### src/rtl/pipe_ctrl_unit_pkg.sv
// Shared definitions for the pipeline control unit: exception codes,
// flush-cause values, FSM state encoding and the exception vector helper.
package pipe_ctrl_unit_pkg;

    // Exception / ERET codes carried on exception_type_i
    localparam logic [4:0] EXCEPTION_INT  = 5'h00;
    localparam logic [4:0] EXCEPTION_ADEL = 5'h04;
    localparam logic [4:0] EXCEPTION_ADES = 5'h05;
    localparam logic [4:0] EXCEPTION_SYS  = 5'h08;
    localparam logic [4:0] EXCEPTION_BP   = 5'h09;
    localparam logic [4:0] EXCEPTION_RI   = 5'h0a;
    localparam logic [4:0] EXCEPTION_OV   = 5'h0c;
    localparam logic [4:0] EXCEPTION_TR   = 5'h0d;
    localparam logic [4:0] EXCEPTION_ERET = 5'h1f;

    // Reason reported alongside flush_o
    typedef enum logic {
        FLUSH_CAUSE_EXC     = 1'b0,
        FLUSH_CAUSE_MISPRED = 1'b1
    } flush_cause_e;

    // FSM state encoding, kept as plain constants so older blocks can share it
    typedef logic [1:0] state_t;
    localparam state_t ST_IDLE     = 2'd0;
    localparam state_t ST_FLUSH    = 2'd1;
    localparam state_t ST_REDIRECT = 2'd2;

    // Fetch target for a committed exception: the vector for real traps,
    // the saved EPC for ERET, and zero for codes the core does not define.
    function automatic logic [31:0] exc_target(input logic [4:0]  exc_type,
                                               input logic [31:0] ebase,
                                               input logic [31:0] epc);
        logic [31:0] target;
        case (exc_type)
            EXCEPTION_INT, EXCEPTION_ADEL, EXCEPTION_ADES, EXCEPTION_SYS,
            EXCEPTION_BP, EXCEPTION_RI, EXCEPTION_OV, EXCEPTION_TR:
                target = ebase;
            EXCEPTION_ERET:
                target = epc;
            default:
                target = 32'h0000_0000;
        endcase
        return target;
    endfunction

endpackage

### src/rtl/pipe_ctrl_unit_if.sv
// Redirect handshake between the pipeline control unit (master) and fetch (slave).
interface pipe_ctrl_unit_if;
    import pipe_ctrl_unit_pkg::*;

    logic        redirect_valid;
    logic [31:0] redirect_pc;
    logic        redirect_ready;

    modport master (
        output redirect_valid,
        output redirect_pc,
        input  redirect_ready
    );

    modport slave (
        input  redirect_valid,
        input  redirect_pc,
        output redirect_ready
    );

endinterface

### src/rtl/pipe_ctrl_unit_stall_mask_gen.sv
// Priority encoder plus thermometer mask: for the highest set request bit h
// the mask has bits [h:0] set, so every older stage freezes behind it.
module stall_mask_gen
    import pipe_ctrl_unit_pkg::*;
#(
    parameter int W = 5
) (
    input  logic [W-1:0] i_req,
    output logic [W-1:0] o_mask,
    output logic         o_any
);

    // A stage is frozen when it or any younger-index-above stage requested a stall
    always_comb begin
        o_mask = '0;
        for (int k = 0; k < W; k++) begin
            o_mask[k] = |(i_req >> k);
        end
    end

    assign o_any = |i_req;

endmodule

### src/rtl/pipe_ctrl_unit.sv
// Pipeline control unit: arbitrates stalls, mispredict flushes and exceptions,
// drives per-stage stall/flush, issues the redirect PC to fetch, and keeps a
// stall watchdog plus saturating stall/flush counters.
module pipe_ctrl_unit
    import pipe_ctrl_unit_pkg::*;
#(
    parameter int NUM_STAGES    = 5,
    parameter int MISPRED_STAGE = 3,
    parameter int FLUSH_CYCLES  = 1,
    parameter int WDOG_LIMIT    = 1024,
    parameter int CNT_W         = 32
) (
    input  logic                  clk,
    input  logic                  resetn,
    input  logic [NUM_STAGES-1:0] stallreq_i,
    input  logic                  pred_fail_i,
    input  logic [31:0]           pred_target_i,
    input  logic                  exception_flag_i,
    input  logic [4:0]            exception_type_i,
    input  logic [31:0]           cp0_epc_i,
    input  logic [31:0]           ebase_i,
    pipe_ctrl_unit_if.master      redir,
    output logic [NUM_STAGES-1:0] stall_o,
    output logic                  flush_o,
    output logic                  flush_cause_o,
    output logic                  flush_to_ibuffer_o,
    output logic                  stall_timeout_o,
    output logic [CNT_W-1:0]      stall_cnt_o,
    output logic [CNT_W-1:0]      flush_cnt_o
);

    localparam int              CW       = $clog2(FLUSH_CYCLES + 1);
    localparam logic [CW-1:0]   CNT_INIT = CW'(FLUSH_CYCLES - 1);
    localparam logic [CW-1:0]   CNT_ONE  = CW'(1);
    localparam logic [31:0]     WDOG_L   = 32'(WDOG_LIMIT);
    localparam logic [CNT_W-1:0] CNT_MAX = '1;

    state_t                r_state;
    logic [CW-1:0]         r_cnt;
    logic [31:0]           r_pc;
    logic                  r_valid;
    logic [31:0]           r_run;
    logic                  r_timeout;
    logic [CNT_W-1:0]      r_stall_cnt;
    logic [CNT_W-1:0]      r_flush_cnt;

    state_t                w_next_state;
    logic [CW-1:0]         w_next_cnt;
    logic [31:0]           w_next_pc;
    logic [NUM_STAGES-1:0] w_stall;
    logic                  w_flush;
    logic                  w_cause;
    logic                  w_accept;

    logic [NUM_STAGES-1:0] w_hi_sel;
    logic [NUM_STAGES-1:0] w_hi_req;
    logic [NUM_STAGES-1:0] w_lo_req;
    logic [NUM_STAGES-1:0] w_hi_mask;
    logic [NUM_STAGES-1:0] w_lo_mask;
    logic                  w_hi_any;
    logic                  w_lo_any;

    // Split requests into the group that outranks a mispredict and the group that loses to it
    for (genvar g = 0; g < NUM_STAGES; g++) begin : g_sel
        assign w_hi_sel[g] = (g >= MISPRED_STAGE);
    end

    assign w_hi_req = stallreq_i & w_hi_sel;
    assign w_lo_req = stallreq_i & ~w_hi_sel;

    stall_mask_gen #(.W(NUM_STAGES)) u_hi_mask (
        .i_req  (w_hi_req),
        .o_mask (w_hi_mask),
        .o_any  (w_hi_any)
    );

    stall_mask_gen #(.W(NUM_STAGES)) u_lo_mask (
        .i_req  (w_lo_req),
        .o_mask (w_lo_mask),
        .o_any  (w_lo_any)
    );

    // Arbitration and next-state logic; exceptions win everywhere except during an active flush
    always_comb begin
        w_next_state = r_state;
        w_next_cnt   = r_cnt;
        w_next_pc    = r_pc;
        w_stall      = '0;
        w_flush      = 1'b0;
        w_cause      = FLUSH_CAUSE_EXC;
        w_accept     = 1'b0;

        if (exception_flag_i && (r_state != ST_FLUSH)) begin
            w_flush   = 1'b1;
            w_accept  = 1'b1;
            w_next_pc = exc_target(exception_type_i, ebase_i, cp0_epc_i);
            if (FLUSH_CYCLES > 1) begin
                w_next_state = ST_FLUSH;
                w_next_cnt   = CNT_INIT;
            end else begin
                w_next_state = ST_REDIRECT;
            end
        end else begin
            case (r_state)
                ST_IDLE: begin
                    if (w_hi_any) begin
                        w_stall = w_hi_mask;
                    end else if (pred_fail_i) begin
                        w_flush      = 1'b1;
                        w_cause      = FLUSH_CAUSE_MISPRED;
                        w_accept     = 1'b1;
                        w_next_pc    = pred_target_i;
                        w_next_state = ST_REDIRECT;
                    end else if (w_lo_any) begin
                        w_stall = w_lo_mask;
                    end
                end
                ST_FLUSH: begin
                    w_flush = 1'b1;
                    if (r_cnt <= CNT_ONE) begin
                        w_next_cnt   = '0;
                        w_next_state = ST_REDIRECT;
                    end else begin
                        w_next_cnt = r_cnt - CNT_ONE;
                    end
                end
                ST_REDIRECT: begin
                    if (redir.redirect_ready) begin
                        w_next_state = ST_IDLE;
                    end
                end
                default: begin
                    w_next_state = ST_IDLE;
                end
            endcase
        end
    end

    // FSM, pending redirect PC and the registered valid that follows the REDIRECT state
    always_ff @(posedge clk) begin
        if (!resetn) begin
            r_state <= ST_IDLE;
            r_cnt   <= '0;
            r_pc    <= '0;
            r_valid <= 1'b0;
        end else begin
            r_state <= w_next_state;
            r_cnt   <= w_next_cnt;
            r_pc    <= w_next_pc;
            r_valid <= (w_next_state == ST_REDIRECT);
        end
    end

    // Saturating performance counters for stalled cycles and accepted flushes
    always_ff @(posedge clk) begin
        if (!resetn) begin
            r_stall_cnt <= '0;
            r_flush_cnt <= '0;
        end else begin
            if ((|w_stall) && (r_stall_cnt != CNT_MAX)) begin
                r_stall_cnt <= r_stall_cnt + 1'b1;
            end
            if (w_accept && (r_flush_cnt != CNT_MAX)) begin
                r_flush_cnt <= r_flush_cnt + 1'b1;
            end
        end
    end

    // Watchdog: count consecutive stalled cycles and latch the timeout once the run hits the limit
    always_ff @(posedge clk) begin
        if (!resetn) begin
            r_run     <= '0;
            r_timeout <= 1'b0;
        end else if (WDOG_LIMIT == 0) begin
            r_run <= '0;
        end else if (|w_stall) begin
            if (r_run < WDOG_L) begin
                r_run <= r_run + 32'd1;
            end
            if (r_run >= (WDOG_L - 32'd1)) begin
                r_timeout <= 1'b1;
            end
        end else begin
            r_run <= '0;
        end
    end

    assign stall_o            = resetn ? w_stall : '0;
    assign flush_o            = resetn & w_flush;
    assign flush_cause_o      = resetn & w_cause;
    assign flush_to_ibuffer_o = !resetn | flush_o;

    assign redir.redirect_valid = r_valid;
    assign redir.redirect_pc    = r_pc;

    assign stall_timeout_o = r_timeout;
    assign stall_cnt_o     = r_stall_cnt;
    assign flush_cnt_o     = r_flush_cnt;

endmodule
### src/flat_wrapper.sv
// flat-port wrapper written by rule: the top's interface ports become plain ports
module pipe_ctrl_unit_flat import pipe_ctrl_unit_pkg::*;
#(
    parameter int NUM_STAGES    = 5,
    parameter int MISPRED_STAGE = 3,
    parameter int FLUSH_CYCLES  = 1,
    parameter int WDOG_LIMIT    = 1024,
    parameter int CNT_W         = 32
)
  (clk, resetn, stallreq_i, pred_fail_i, pred_target_i, exception_flag_i, exception_type_i, cp0_epc_i, ebase_i, stall_o, flush_o, flush_cause_o, flush_to_ibuffer_o, stall_timeout_o, stall_cnt_o, flush_cnt_o, redir_redirect_valid, redir_redirect_pc, redir_redirect_ready);
  pipe_ctrl_unit_if redir_i ();
  input  logic clk;
  input  logic resetn;
  input  logic [NUM_STAGES-1:0] stallreq_i;
  input  logic pred_fail_i;
  input  logic [31:0] pred_target_i;
  input  logic exception_flag_i;
  input  logic [4:0] exception_type_i;
  input  logic [31:0] cp0_epc_i;
  input  logic [31:0] ebase_i;
  output logic [NUM_STAGES-1:0] stall_o;
  output logic flush_o;
  output logic flush_cause_o;
  output logic flush_to_ibuffer_o;
  output logic stall_timeout_o;
  output logic [CNT_W-1:0] stall_cnt_o;
  output logic [CNT_W-1:0] flush_cnt_o;
  output wire logic [$bits(redir_i.redirect_valid)-1:0] redir_redirect_valid;
  output wire logic [$bits(redir_i.redirect_pc)-1:0] redir_redirect_pc;
  input wire logic [$bits(redir_i.redirect_ready)-1:0] redir_redirect_ready;
  assign redir_redirect_valid = redir_i.redirect_valid;
  assign redir_redirect_pc = redir_i.redirect_pc;
  assign redir_i.redirect_ready = redir_redirect_ready;
  pipe_ctrl_unit #(.NUM_STAGES(NUM_STAGES), .MISPRED_STAGE(MISPRED_STAGE), .FLUSH_CYCLES(FLUSH_CYCLES), .WDOG_LIMIT(WDOG_LIMIT), .CNT_W(CNT_W)) u_core (.clk(clk), .resetn(resetn), .stallreq_i(stallreq_i), .pred_fail_i(pred_fail_i), .pred_target_i(pred_target_i), .exception_flag_i(exception_flag_i), .exception_type_i(exception_type_i), .cp0_epc_i(cp0_epc_i), .ebase_i(ebase_i), .redir(redir_i), .stall_o(stall_o), .flush_o(flush_o), .flush_cause_o(flush_cause_o), .flush_to_ibuffer_o(flush_to_ibuffer_o), .stall_timeout_o(stall_timeout_o), .stall_cnt_o(stall_cnt_o), .flush_cnt_o(flush_cnt_o));
endmodule
### config.mk
export PLATFORM = sky130hd
export DESIGN_NAME = pipe_ctrl_unit_flat
export DESIGN_NICKNAME = d
export VERILOG_FILES = /design/src/rtl/pipe_ctrl_unit_pkg.sv /design/src/rtl/pipe_ctrl_unit_if.sv /design/src/rtl/pipe_ctrl_unit_stall_mask_gen.sv /design/src/rtl/pipe_ctrl_unit.sv /design/src/flat_wrapper.sv
export SDC_FILE = /design/constraint.sdc
export NUM_CORES = 1
export LEC_CHECK = 0
export BUFFER_PORTS_ARGS = -buffer_cell sky130_fd_sc_hd__buf_2
export CAP_MARGIN = 20
export CORE_MARGIN = 1
export CORE_UTILIZATION = 40
export CTS_CLUSTER_DIAMETER = 50
export CTS_CLUSTER_SIZE = 8
export DETAILED_ROUTE_END_ITERATION = 7
export GPL_TIMING_DRIVEN = 0
export PLACE_DENSITY = 0.73
export SYNTH_ARGS = -nofsm -noshare
export SYNTH_HDL_FRONTEND = slang
export SYNTH_HIERARCHICAL = 1
export SYNTH_SLANG_ARGS = --single-unit
### constraint.sdc
create_clock -name clk -period 3.55 [get_ports clk]
set_clock_uncertainty 0.1 [all_clocks]
set_input_delay 0.355 -clock clk [delete_from_list [all_inputs] [get_ports clk]]
set_output_delay 0.355 -clock clk [all_outputs]
set_load 0.1 [all_outputs]
==> Word-level counts from Yosys, hierarchy flattened <==
Cells that the tools add are included.
{ "word_totals": {"out_inout_bits": 106, "elab_cells": 76, "input_bits": 111, "ff_bits": 133} }
{ "classes": {"n_reduce_logical": 17, "mux": 25, "bitwise": 4, "order_cmp": 3, "add_sub_neg": 4, "eq_ne": 15} }
{ "ops": {"columns": ["operator", "n"], "rows": [
  ["32-bit 2-to-1 mux", 4],
  ["32-bit by 1-bit adder with 32-bit output (second input constant)", 3],
  ["32-bit inequality test (second input constant)", 2],
  ["32-bit one-hot mux with 2 select lines", 1],
  ["32-bit by 10-bit greater-or-equal comparator with 1-bit output (second input constant)", 1],
  ["32-bit by 11-bit less-than comparator with 1-bit output (second input constant)", 1],
  ["5-bit by 4-bit == test with 1-bit output (second input constant)", 5],
  ["5-bit 2-to-1 mux", 5],
  ["5-bit by 3-bit == test with 1-bit output (second input constant)", 2],
  ["2-bit 2-to-1 mux", 5],
  ["8-bit OR reduction", 1],
  ["1-bit 2-to-1 mux", 7],
  ["2-bit one-hot mux with 3 select lines", 1],
  ["2-bit AND reduction", 3],
  ["5-bit == test (second input constant)", 1],
  ["5-bit logical NOT", 1],
  ["5-bit OR reduction", 1],
  ["2-bit == test (second input constant)", 2],
  ["2-bit by 1-bit inequality test with 1-bit output (second input constant)", 2],
  ["2-bit nonzero test", 2],
  ["2-bit OR reduction", 2],
  ["1-bit logical AND", 3],
  ["3-bit 2-to-1 mux", 1],
  ["3-bit AND reduction", 1],
  ["10 further kinds", 11]
]} }

==> Depth between registers and ports, before layout <==
Gate-level depths: netlist of the first run.
{ "depth": {"depth_word": 8, "mapped_depth": 11, "ltp_nobuf": 8} }

==> Cells and area by module <==
The synthesis of the first run kept the hierarchy.
{ "modules_own_cells": {"columns": ["module", "cells_per_inst", "n_inst", "area_each_um2", "seq_area_each_um2"], "rows": [
  ["pipe_ctrl_unit", 713, 1, 6228.5, 2642.5],
  ["stall_mask_gen", 6, 2, 45.0, 0.0]
]} }

==> Worst setup path after synthesis of the first run <==
OpenSTA, ideal clock, no wires.
{ "synth_timing": {"path_kind": "in2out", "start": "in stallreq_i[4]", "end": "out flush_cause_o", "slack_ns": 0.236, "arrival_time_ns": 2.859, "path_buffers": 2, "required_time_ns": 3.095, "path_stages": 6, "cell_sequence": "or4_4 -> or2_1 -> buf_2 -> nor4b_2 -> buf_2 -> and3_1"} }
{ "synth_via": {"elab_chain_cells": 5} }
{ "synth_rtl": {"columns": ["element", "line", "source"], "rows": [
  ["from (decl)", "flat_wrapper.sv:14", "input logic [NUM_STAGES-1:0] stallreq_i;"],
  ["2-bit OR reduction", "pipe_ctrl_unit_stall_mask_gen.sv:21", "assign o_any = |i_req;"],
  ["net u_core.w_hi_any", "pipe_ctrl_unit.sv:60", "logic w_hi_any;"],
  ["1-bit 2-to-1 mux", "pipe_ctrl_unit.sv:106", "if (w_hi_any) begin"],
  ["1-bit 2-to-1 mux", "pipe_ctrl_unit.sv:104", "case (r_state)"],
  ["1-bit 2-to-1 mux", "pipe_ctrl_unit.sv:93", "if (exception_flag_i && (r_state != ST_FLUSH)) begin"],
  ["1-bit AND", "pipe_ctrl_unit.sv:190", "assign flush_cause_o = resetn & w_cause;"],
  ["to (decl)", "flat_wrapper.sv:23", "output logic flush_cause_o;"]
]} }
The timed path passes the listed nets, and every way through them passes these cells.

==> Worst setup path in the final report of the first run <==
{ "layout_timing": {"start": "in stallreq_i[4]", "end": "out flush_cause_o"} }
{ "layout_via": {"elab_chain_cells": 5} }
{ "layout_rtl": {"columns": ["element", "line", "source"], "rows": [
  ["2-bit OR reduction", null, null],
  ["net u_core.w_hi_mask[1]", "pipe_ctrl_unit.sv:58", "logic [NUM_STAGES-1:0] w_hi_mask;"],
  ["1-bit 2-to-1 mux", "pipe_ctrl_unit.sv:106", null],
  ["1-bit 2-to-1 mux", "pipe_ctrl_unit.sv:104", null],
  ["1-bit 2-to-1 mux", "pipe_ctrl_unit.sv:93", null],
  ["1-bit AND", "pipe_ctrl_unit.sv:190", null]
]} }
The timed path passes the listed nets, and every way through them passes these cells.

==> metrics, run 1 <==
first-pass GRT wire length=31130 um; top cells by area, synth=dfxtp_1, mux2i_1, a221oi_1; max-slew violation count=0; Seq pwr share=around 40%; total grt overflow=0; area share of the largest cell type after synthesis=between 40% and 50%; Die ar.=0.01630 mm^2; max incr delay on CP=between 0.5 and 0.6 ns; most common cell after layout, fill and taps aside=buf_2; critical path's slowest cell=or4_4; dominant synthesized flop cell=dfxtp_1; Port Buf Inserts=about 220; unrepaired setup endpoints after global routing=no; area delta synth->final=31.13%; Psw=about 1.1 mW; final hold vios=0; initial antenna violation count=0; Leakage=around 3.5 nW; Detail Route Antenna Nets=0; met3 wire length=1191 um; synthesized area per cell=8.715 um^2; critical path endpoint category=output pin; routed len/inst=16.61 um; status=finished, final reports clean; Clock Sinks=roughly 130; post-synthesis cell area=around 0.0063 mm^2; Final Total Pwr=approximately 3.8 mW; Placed Area=0.007700 mm^2; fill count=between 1000 and 1500; Die X=roughly 130 um; GP Congestion=roughly 0.87; worst ir drop on vdd=0.3610 mV; antenna diode count=0; DR DRC count=0; Internal=between 2 and 3 mW; number of synthesized flops with an enable pin=0; initial core utilization=41.26%; TritonCTS buffer count=17; row count=45; logic gate share of total power=between 10% and 20%; hpwl dp=14800 um; H-tree levels=4; via count=6516; sw frac=29.09%; Critical Path, Cell by Cell=buf_2 > or4_4 > or2_1 > buf_2 > nor4b_4 > buf_2 > and3_1 > buf_2; post-synthesis register bit count=about 130; Clock power frac=between 40% and 50%; Final Cycle Share=between 90% and 100%; most frequent cells in the layout=buf_2, dfxtp_1, nor2_1; Critical Path AT=approximately 2.9 ns; Max Cap Violations=0; clk buf depth=2; DR vias/cell=roughly 5.5; Worst Tran Pin Value=between 0.7 and 0.8 ns; Post-Synthesis Cells=725; Post-CTS Setup Repair Bufs=0; finished layout cell area=0.008285 mm^2; Ys Warns=6; Top Layer Used=met4; CTS clock-pin slew for the worst setup and hold paths=roughly 0.060 ns; Netlist cell types=58; share of cells above drive strength 1=approximately 27%; Die Span Y=roughly 130 um; Initial DRT Pass Iterations=5; initial drt markers=about 340; setup TNS=0 ns; final WL=19840 um; vias in the first global route=between 6000 and 7000; root buffer cell=clkbuf_16; CTS tree=yes; wl on met1=approximately 8400 um; Worst setup SP type=primary input; gr usage total=around 24%; most used cell, CP=buf_2; post-layout min period=between 3 and 4 ns; Hold WC Path Type=in -> reg; pin count of the biggest net entering global routing=17; CP max FO=10; core area=between 0.015 and 0.02 mm^2; Slew headroom=about 50%; Setup Crit Path Kind=in -> out; post-synth top area cell=dfxtp_1; Post-synth ARST share=0%; worst skew pair latency=between 0.4 and 0.5 ns; final net count=between 1000 and 1500; IO Count=217; fmax=between 0.2 and 0.3 GHz; metal2 WL=roughly 9900 um; Power per Cell Area=459.2 mW/mm^2; sequential area share after synthesis=about two fifths; CP required=between 3 and 4 ns; setup violators final=0
[critical path, delay by kind of cell]
kind	cells	cell delay, ns
buf+inv	4	1.16
simple gates	4	1.40
[what timing repair did]
action,4_1_cts,5_1_grt
hold endpoints to repair,0,0
setup endpoints to repair,1,0
gates resized for setup,1,0
hold buffers,0,0
[routing by layer]
metal | up-vias | track usage [%]
met5 | - | 0
met4 | 0 | 8.374
met3 | 29 | 5.467
met2 | 237 | 42.78
met1 | 3055 | 29.58
li1 | 3195 | -
[synth_stat cells (3+ instances only)]
| cell type | n |
|---|---|
| dfxtp_1 | 132 |
| nor2_1 | 66 |
| nand2_1 | 54 |
| clkbuf_1 | 35 |
| mux2i_1 | 35 |
| and3_1 | 34 |
| a221oi_1 | 32 |
| nand3_1 | 28 |
| o21ai_0 | 28 |
| a21oi_1 | 27 |
| a211oi_1 | 23 |
| nand4_1 | 23 |
| nor4_1 | 18 |
| or3_1 | 16 |
| xnor2_1 | 16 |
| nand2b_1 | 14 |
| xor2_1 | 14 |
| nor3_1 | 12 |
| a2bb2oi_1 | 11 |
| and4_1 | 10 |
| inv_1 | 7 |
| or4_1 | 7 |
| buf_2 | 6 |
| o21a_1 | 6 |
| o31ai_1 | 6 |
| a31oi_1 | 4 |
| and2_0 | 4 |
| and2_1 | 4 |
| buf_4 | 4 |
| o211ai_1 | 4 |
| or2_1 | 4 |
| buf_1 | 3 |
| ha_1 | 3 |
| o21bai_1 | 3 |
[layout make-up]
| type | instances | area, um^2 | share of cell area (%) |
|---|---|---|---|
| Multi-Input combinational cell | 548 | 3493 | 42.16 |
| Buffer | 48 | 202.7 | 2.446 |
| Tap cell | 211 | 264.0 | 3.186 |
| Clock inverter | 13 | 133.9 | 1.616 |
| Clock buffer | 19 | 442.9 | 5.346 |
| Inverter | 8 | 30.03 | 0.3624 |
| Timing Repair Buffer | 215 | 1076 | 12.99 |
| Sequential cell | 132 | 2643 | 31.89 |
[flip-flops by register name, summed over array words and instances (netlist names)]
name / flops
u_core/r_state: 2
u_core/redir.redirect_valid: 1
u_core/r_run: 32
u_core/redir.redirect_pc: 32
u_core/stall_cnt_o: 32
u_core/stall_timeout_o: 1
u_core/flush_cnt_o: 32
[through the flow]
step,worst slack (ns),utilization [%],instances,hold WS [ns]
final,0.1716,54.10,1194,0.1612
after detailed placement,-0.06098,50.28,1162,0.3661
after global placement,-0.03407,50.28,1162,0.3619
after floorplan,0.2364,-,736,0.3407
after global routing,0.02599,54.10,1194,0.1835
after CTS,0.1428,54.10,1194,0.1408
[path summary, 6_finish.rpt]
path / slack, ns / depth (start not counted) / startpoint / end
max: 0.17 / 8 / stallreq_i[4] / flush_cause_o
min: 0.16 / 4 / redir_redirect_ready / u_core/r_state[1]
max reg2reg: 0.88 / 9 / u_core/flush_cnt_o[0] / u_core/flush_cnt_o[12]
min reg2reg: 0.38 / 1 / u_core/r_run[30] / u_core/r_run[30]
[logic make-up after synthesis]
kind of cell	synth area share, %
DFF	41.82
and+or+nand+nor	26.44
adders and majority gates	0.5941
other	0.05935
AOI/OAI and AO/OA	17.70
buffers and inverters	3.683
xor gates and xnor gates	4.158
muxes	5.545
[power groups by stage]
stage / Combinational, mW / Clock, mW / Sequential [mW]
CTS: 0.545 / 1.75 / 1.54
finish: 0.546 / 1.72 / 1.54
global route: 0.575 / 1.82 / 1.54
global placement: 0.539 / 0 / 1.57
detailed placement: 0.544 / 0 / 1.57
floorplan: 0.173 / 0 / 1.78
Power figures use the tool's default switching activity.
==> inputs of run 2 (changes only) <==
- BUFFER_PORTS_ARGS: -buffer_cell sky130_fd_sc_hd__buf_2 -> -buffer_cell sky130_fd_sc_hd__buf_4
- CORE_ASPECT_RATIO: default -> 2
- CTS_BUF_LIST: default -> sky130_fd_sc_hd__clkbuf_4
==> metrics, run 2 (same netlist as run 1, synthesis figures left out) <==
Worst setup SP type=primary input (unchanged); Detail Route Antenna Nets=0 (unchanged); Leakage=3.443 nW (was 3.485 nW); final hold vios=0 (unchanged); fmax=0.2989 GHz (was 0.2960 GHz); via count=6637 (was 6516); Die Span Y=179.7 um (was 127.7 um); Core Util, Final=55.44% (was 54.10%); fill count=1522 (was 1483); Port Buf Inserts=215 (unchanged); CTS clock-pin slew for the worst setup and hold paths=0.12 ns (was 0.06 ns); worst ir drop on vdd=0.2222 mV (was 0.3610 mV); area delta synth->final=34.89% (was 31.13%); finished layout cell area=0.008523 mm^2 (was 0.008285 mm^2); initial antenna violation count=1 (was 0); Worst Reg-to-Reg Cells=9 (unchanged); Power per Cell Area=373.2 mW/mm^2 (was 459.2 mW/mm^2); Psw=1.047 mW (was 1.107 mW); Critical Path AT=2.89 ns (was 2.92 ns); Seq pwr share=48.3% (was 40.4%); first-pass GRT wire length=32680 um (was 31130 um); CP required=3.09 ns (about the same); clk buf depth=2 (unchanged); Die X=90.87 um (was 127.7 um); DR vias/cell=5.610 (was 5.457); initial drt markers=329 (was 336); routed len/inst=17.73 um (was 16.61 um); CP max FO=10 (unchanged); vias in the first global route=6558 (was 6106); Die ar.=0.01633 mm^2 (was 0.01630 mm^2); initial core utilization=41.10% (was 41.26%); Post-CTS Setup Repair Bufs=0 (unchanged); Max Cap Violations=0 (unchanged); total grt overflow=0 (unchanged); final WL=20970 um (was 19840 um); TritonCTS buffer count=17 (unchanged); final net count=1085 (was 1084); most frequent cells in the layout=buf_4, dfxtp_1, nor2_1 (was buf_2, dfxtp_1, nor2_1); root buffer cell=clkbuf_4 (was clkbuf_16); Internal=2.133 mW (was 2.698 mW); logic gate share of total power=18.9% (was 14.3%); most common cell after layout, fill and taps aside=buf_4 (was buf_2); core area=0.01537 mm^2 (was 0.01531 mm^2); CTS tree=yes (unchanged); Placed Area=0.008222 mm^2 (was 0.007700 mm^2); H-tree levels=4 (unchanged); Slew headroom=49.12% (was 48.84%); Clock power frac=32.8% (was 45.3%); Clock Sinks=132 (unchanged); unrepaired setup endpoints after global routing=no (unchanged); Worst Hold Depth=3 (was 4); share of cells above drive strength 1=27.03% (was 26.96%); final setup margin=0.2042 ns (was 0.1716 ns); GP Congestion=0.8490 (was 0.8707); sw frac=32.93% (was 29.09%); setup violators final=0 (unchanged); IO Count=217 (unchanged); Placement Setup Slack=0.1057 ns (was -0.06098 ns); Setup Crit Path Kind=in -> out (unchanged); DR DRC count=0 (unchanged); gr usage total=25.51% (was 24.46%); Hold WC Path Type=in -> reg (unchanged); Initial DRT Pass Iterations=5 (unchanged); status=finished, final reports clean (unchanged); worst hold slack=0.05662 ns (was 0.1612 ns); row count=64 (was 45); max-slew violation count=0 (unchanged); setup TNS=0 ns (unchanged); hpwl dp=16280 um (was 14800 um); Final Cycle Share=94.25% (was 95.17%); Worst Tran Pin Value=0.7598 ns (was 0.7615 ns); critical path endpoint category=output pin (unchanged); worst skew pair latency=0.55 ns (was 0.42 ns); pin count of the biggest net entering global routing=17 (unchanged); post-layout min period=3.346 ns (was 3.378 ns)
run 2: worst paths after layout:
path	from	end	slack, ns
setup / recovery	stallreq_i[4]	flush_cause_o	0.20
hold / removal	pred_target_i[11]	u_core/redir.redirect_pc[11]	0.06
hold reg to reg	u_core/stall_timeout_o	u_core/stall_timeout_o	0.38
setup reg to reg	u_core/flush_cnt_o[0]	u_core/flush_cnt_o[23]	0.99
run 2: final cells by class:
cell class                      count  area, um^2  share of cell area, %
Sequential cell                   132        2643                  31.00
Clock inverter                     14       153.9                  1.806
Multi-Input combinational cell    548        3485                  40.88
Tap cell                          198       247.7                  2.907
Timing Repair Buffer              216        1624                  19.05
Buffer                             48       202.7                  2.378
Inverter                            8       30.03                 0.3523
Antenna cell                        1       2.502                0.02936
Clock buffer                       18       135.1                  1.585
run 2: power by group through the flow:
| stage | logic, mW | clock network (mW) | registers, mW |
|---|---|---|---|
| 3_5_place_dp | 0.599 | 0 | 1.57 |
| 4_1_cts | 0.600 | 1.07 | 1.54 |
| 5_1_grt | 0.630 | 1.14 | 1.54 |
| 2_1_floorplan | 0.173 | 0 | 1.78 |
| 3_3_place_gp | 0.595 | 0 | 1.57 |
| 6_report | 0.602 | 1.04 | 1.54 |
run 2: metrics by stage:
| stage | total power [mW] | std cells |
|---|---|---|
| after floorplan | 1.954 | 736 |
| after global placement | 2.163 | 1149 |
| after detailed placement | 2.167 | 1149 |
| after CTS | 3.203 | 1182 |
| after global routing | 3.310 | 1183 |
| final | 3.181 | 1183 |
run 2: critical path, cell delays in order:
cell and delay, ns:
buf_4 0.12, or4_4 0.53, or2_1 0.23, buf_2 0.17
nor4b_2 0.58, buf_2 0.41, and3_1 0.20, buf_4 0.30
run 2: per-layer routing:
metal	global-route usage, %	vias to the layer above	routed length, um
li1	-	3192	-
met3	6.261	47	1248
met4	11.43	0	711
met5	0	-	0
met1	23.91	3122	7272
met2	50.36	276	11740
run 2: timing repair:
action	4_1_cts	5_1_grt
hold buffers	1	0
resized for setup	0	0
hold endpoints to repair	2	0
==> inputs of run 3 (changes only) <==
--- a/config.mk
+++ b/config.mk
@@ -14,3 +14,2 @@
 export CTS_CLUSTER_DIAMETER = 50
-export CTS_CLUSTER_SIZE = 8
 export DETAILED_ROUTE_END_ITERATION = 7
==> constraint.sdc (replaced) <==
create_clock -name clk -period 3.55 [get_ports clk]
set_clock_uncertainty 0.1 [all_clocks]
set_input_delay 0.71 -clock clk [delete_from_list [all_inputs] [get_ports clk]]
set_output_delay 0.71 -clock clk [all_outputs]
set_load 0.1 [all_outputs]
==> metrics, run 3 (same netlist as run 1, synthesis figures left out) <==
CTS tree=yes (unchanged); number of hold buffers added after cts=0 (was 1); met3 wire length=1264 um (was 1248 um); Power per Cell Area=382.1 mW/mm^2 (was 373.2 mW/mm^2); hpwl dp=16350 um (was 16280 um); area delta synth->final=36.02% (was 34.89%); setup violators final=0 (unchanged); fmax=0.2933 GHz (was 0.2989 GHz); row count=64 (unchanged); Critical Path AT=2.60 ns (was 2.89 ns); initial drt markers=299 (was 329); Clock Sinks=132 (unchanged); CTS clock-pin slew for the worst setup and hold paths=0.12 ns (about the same); most common cell after layout, fill and taps aside=buf_4 (unchanged); post-layout min period=3.409 ns (was 3.346 ns); CP max FO=10 (unchanged); Die Span Y=179.7 um (unchanged); status=finished, final reports clean (unchanged); worst ir drop on vdd=0.2437 mV (was 0.2222 mV); Final Cycle Share=96.03% (was 94.25%); share of cells above drive strength 1=27.82% (was 27.03%); Max Cap Violations=0 (unchanged); Leakage=3.467 nW (was 3.443 nW); H-tree levels=4 (unchanged); final hold vios=0 (unchanged); CP required=2.74 ns (was 3.09 ns); clk buf depth=2 (unchanged); Setup Crit Path Kind=in -> out (unchanged); Top Layer Used=met4 (unchanged); final net count=1086 (was 1085); Initial DRT Pass Iterations=7 (was 5); total grt overflow=0 (unchanged); Detail Route Antenna Nets=0 (unchanged); initial core utilization=41.10% (unchanged); unrepaired setup endpoints after global routing=no (unchanged); via count=6544 (was 6637); critical path endpoint category=output pin (unchanged); root buffer cell=clkbuf_4 (unchanged); Worst R2R Start=u_core/flush_cnt_o[0] (unchanged); worst skew pair latency=0.54 ns (was 0.55 ns); metal2 WL=11700 um (was 11740 um); first-pass GRT wire length=32720 um (was 32680 um); Hold WC Path Type=reg -> reg (was in -> reg); Die ar.=0.01633 mm^2 (unchanged); HP Start=u_core/r_run[16] (was pred_target_i[11]); worst hold slack=0.3850 ns (was 0.05662 ns); vias in the first global route=6587 (was 6558); IO Count=217 (unchanged); Worst Hold Depth=1 (was 3); gr usage total=25.51% (about the same); max-slew violation count=0 (unchanged); Worst Reg-to-Reg Cells=9 (unchanged); DR vias/cell=5.527 (was 5.610); final WL=20890 um (was 20970 um); routed len/inst=17.65 um (was 17.73 um); DR DRC count=0 (unchanged); initial antenna violation count=1 (unchanged); most frequent cells in the layout=buf_4, dfxtp_1, nor2_1 (unchanged); Hold EP=u_core/r_run[16] (was u_core/redir.redirect_pc[11]); Worst Tran Pin Value=0.7549 ns (was 0.7598 ns); R2R Setup Slk=0.87 ns (was 0.99 ns); Die X=90.87 um (unchanged); Port Buf Inserts=215 (unchanged); Final Total Pwr=3.284 mW (was 3.181 mW); Slew headroom=49.45% (was 49.12%); wl on met1=7074 um (was 7272 um); Worst R2R End=u_core/flush_cnt_o[6] (was u_core/flush_cnt_o[23]); Worst setup SP type=primary input (unchanged); GP Congestion=0.8586 (was 0.8490); core area=0.01537 mm^2 (unchanged); pin count of the biggest net entering global routing=17 (unchanged); TritonCTS buffer count=17 (unchanged)
## run 3: timing repair
| item | CTS | global route |
|---|---|---|
| resized for setup | 5 | 2 |
| setup endpoints to repair | 1 | 2 |
| setup buffers | 2 | 0 |
| pin swaps | 1 | 1 |
## run 3: per-layer routing
layer / track usage, % / up-vias
li1: - / 3203
met1: 23.02 / 3064
met2: 50.06 / 225
met3: 6.853 / 52
met4: 13.08 / 0
met5: 0.9259 / -
## run 3: layout make-up
type / count / area, um^2
Tap cell: 198 / 247.7
Multi-Input combinational cell: 548 / 3505
Timing Repair Buffer: 217 / 1637
Clock buffer: 17 / 127.6
Buffer: 48 / 210.2
Inverter: 8 / 30.03
Clock inverter: 15 / 192.7
Antenna cell: 1 / 2.502
Fill cell: 1522 / 6780
Sequential cell: 132 / 2643
## run 3: critical path, cell delays in order
cell and delay (ns):
buf_4 0.12, or4_4 0.52, or2_1 0.23, buf_2 0.18
nor4b_4 0.29, buf_6 0.14, and3_2 0.19, buf_8 0.20
## run 3: worst max-delay path by stage
| stage | from | endpoint | slack [ns] | cells past startpoint |
|---|---|---|---|---|
| after global placement | stallreq_i[4] | flush_cause_o | -0.56 | 8 |
| after floorplan | stallreq_i[4] | flush_cause_o | -0.19 | 6 |
| after global routing | stallreq_i[4] | flush_o | 0.04 | 10 |
| after CTS | stallreq_i[4] | flush_cause_o | 0.07 | 8 |
| final | stallreq_i[4] | flush_cause_o | 0.14 | 8 |
| after detailed placement | stallreq_i[4] | flush_cause_o | -0.54 | 8 |
## run 3: report_power, final
part	leakage, nW	switching (mW)	internal [mW]
logic	2.24	0.415	0.187
registers	1.07	0.0229	1.51
clock network	0.159	0.638	0.508
## run 3: stage by stage
stage	area (um^2)	utilization [%]	TNS [ns]	setup slack, ns	instances
finish	8594	55.90	0	0.1409	1184
floorplan	6371	-	-0.1922	-0.1922	736
detailed placement	8233	53.55	-5.186	-0.5440	1149
CTS	8591	55.88	0	0.07354	1183
global placement	8233	53.55	-4.572	-0.5578	1149
global route	8594	55.90	0	0.03528	1184
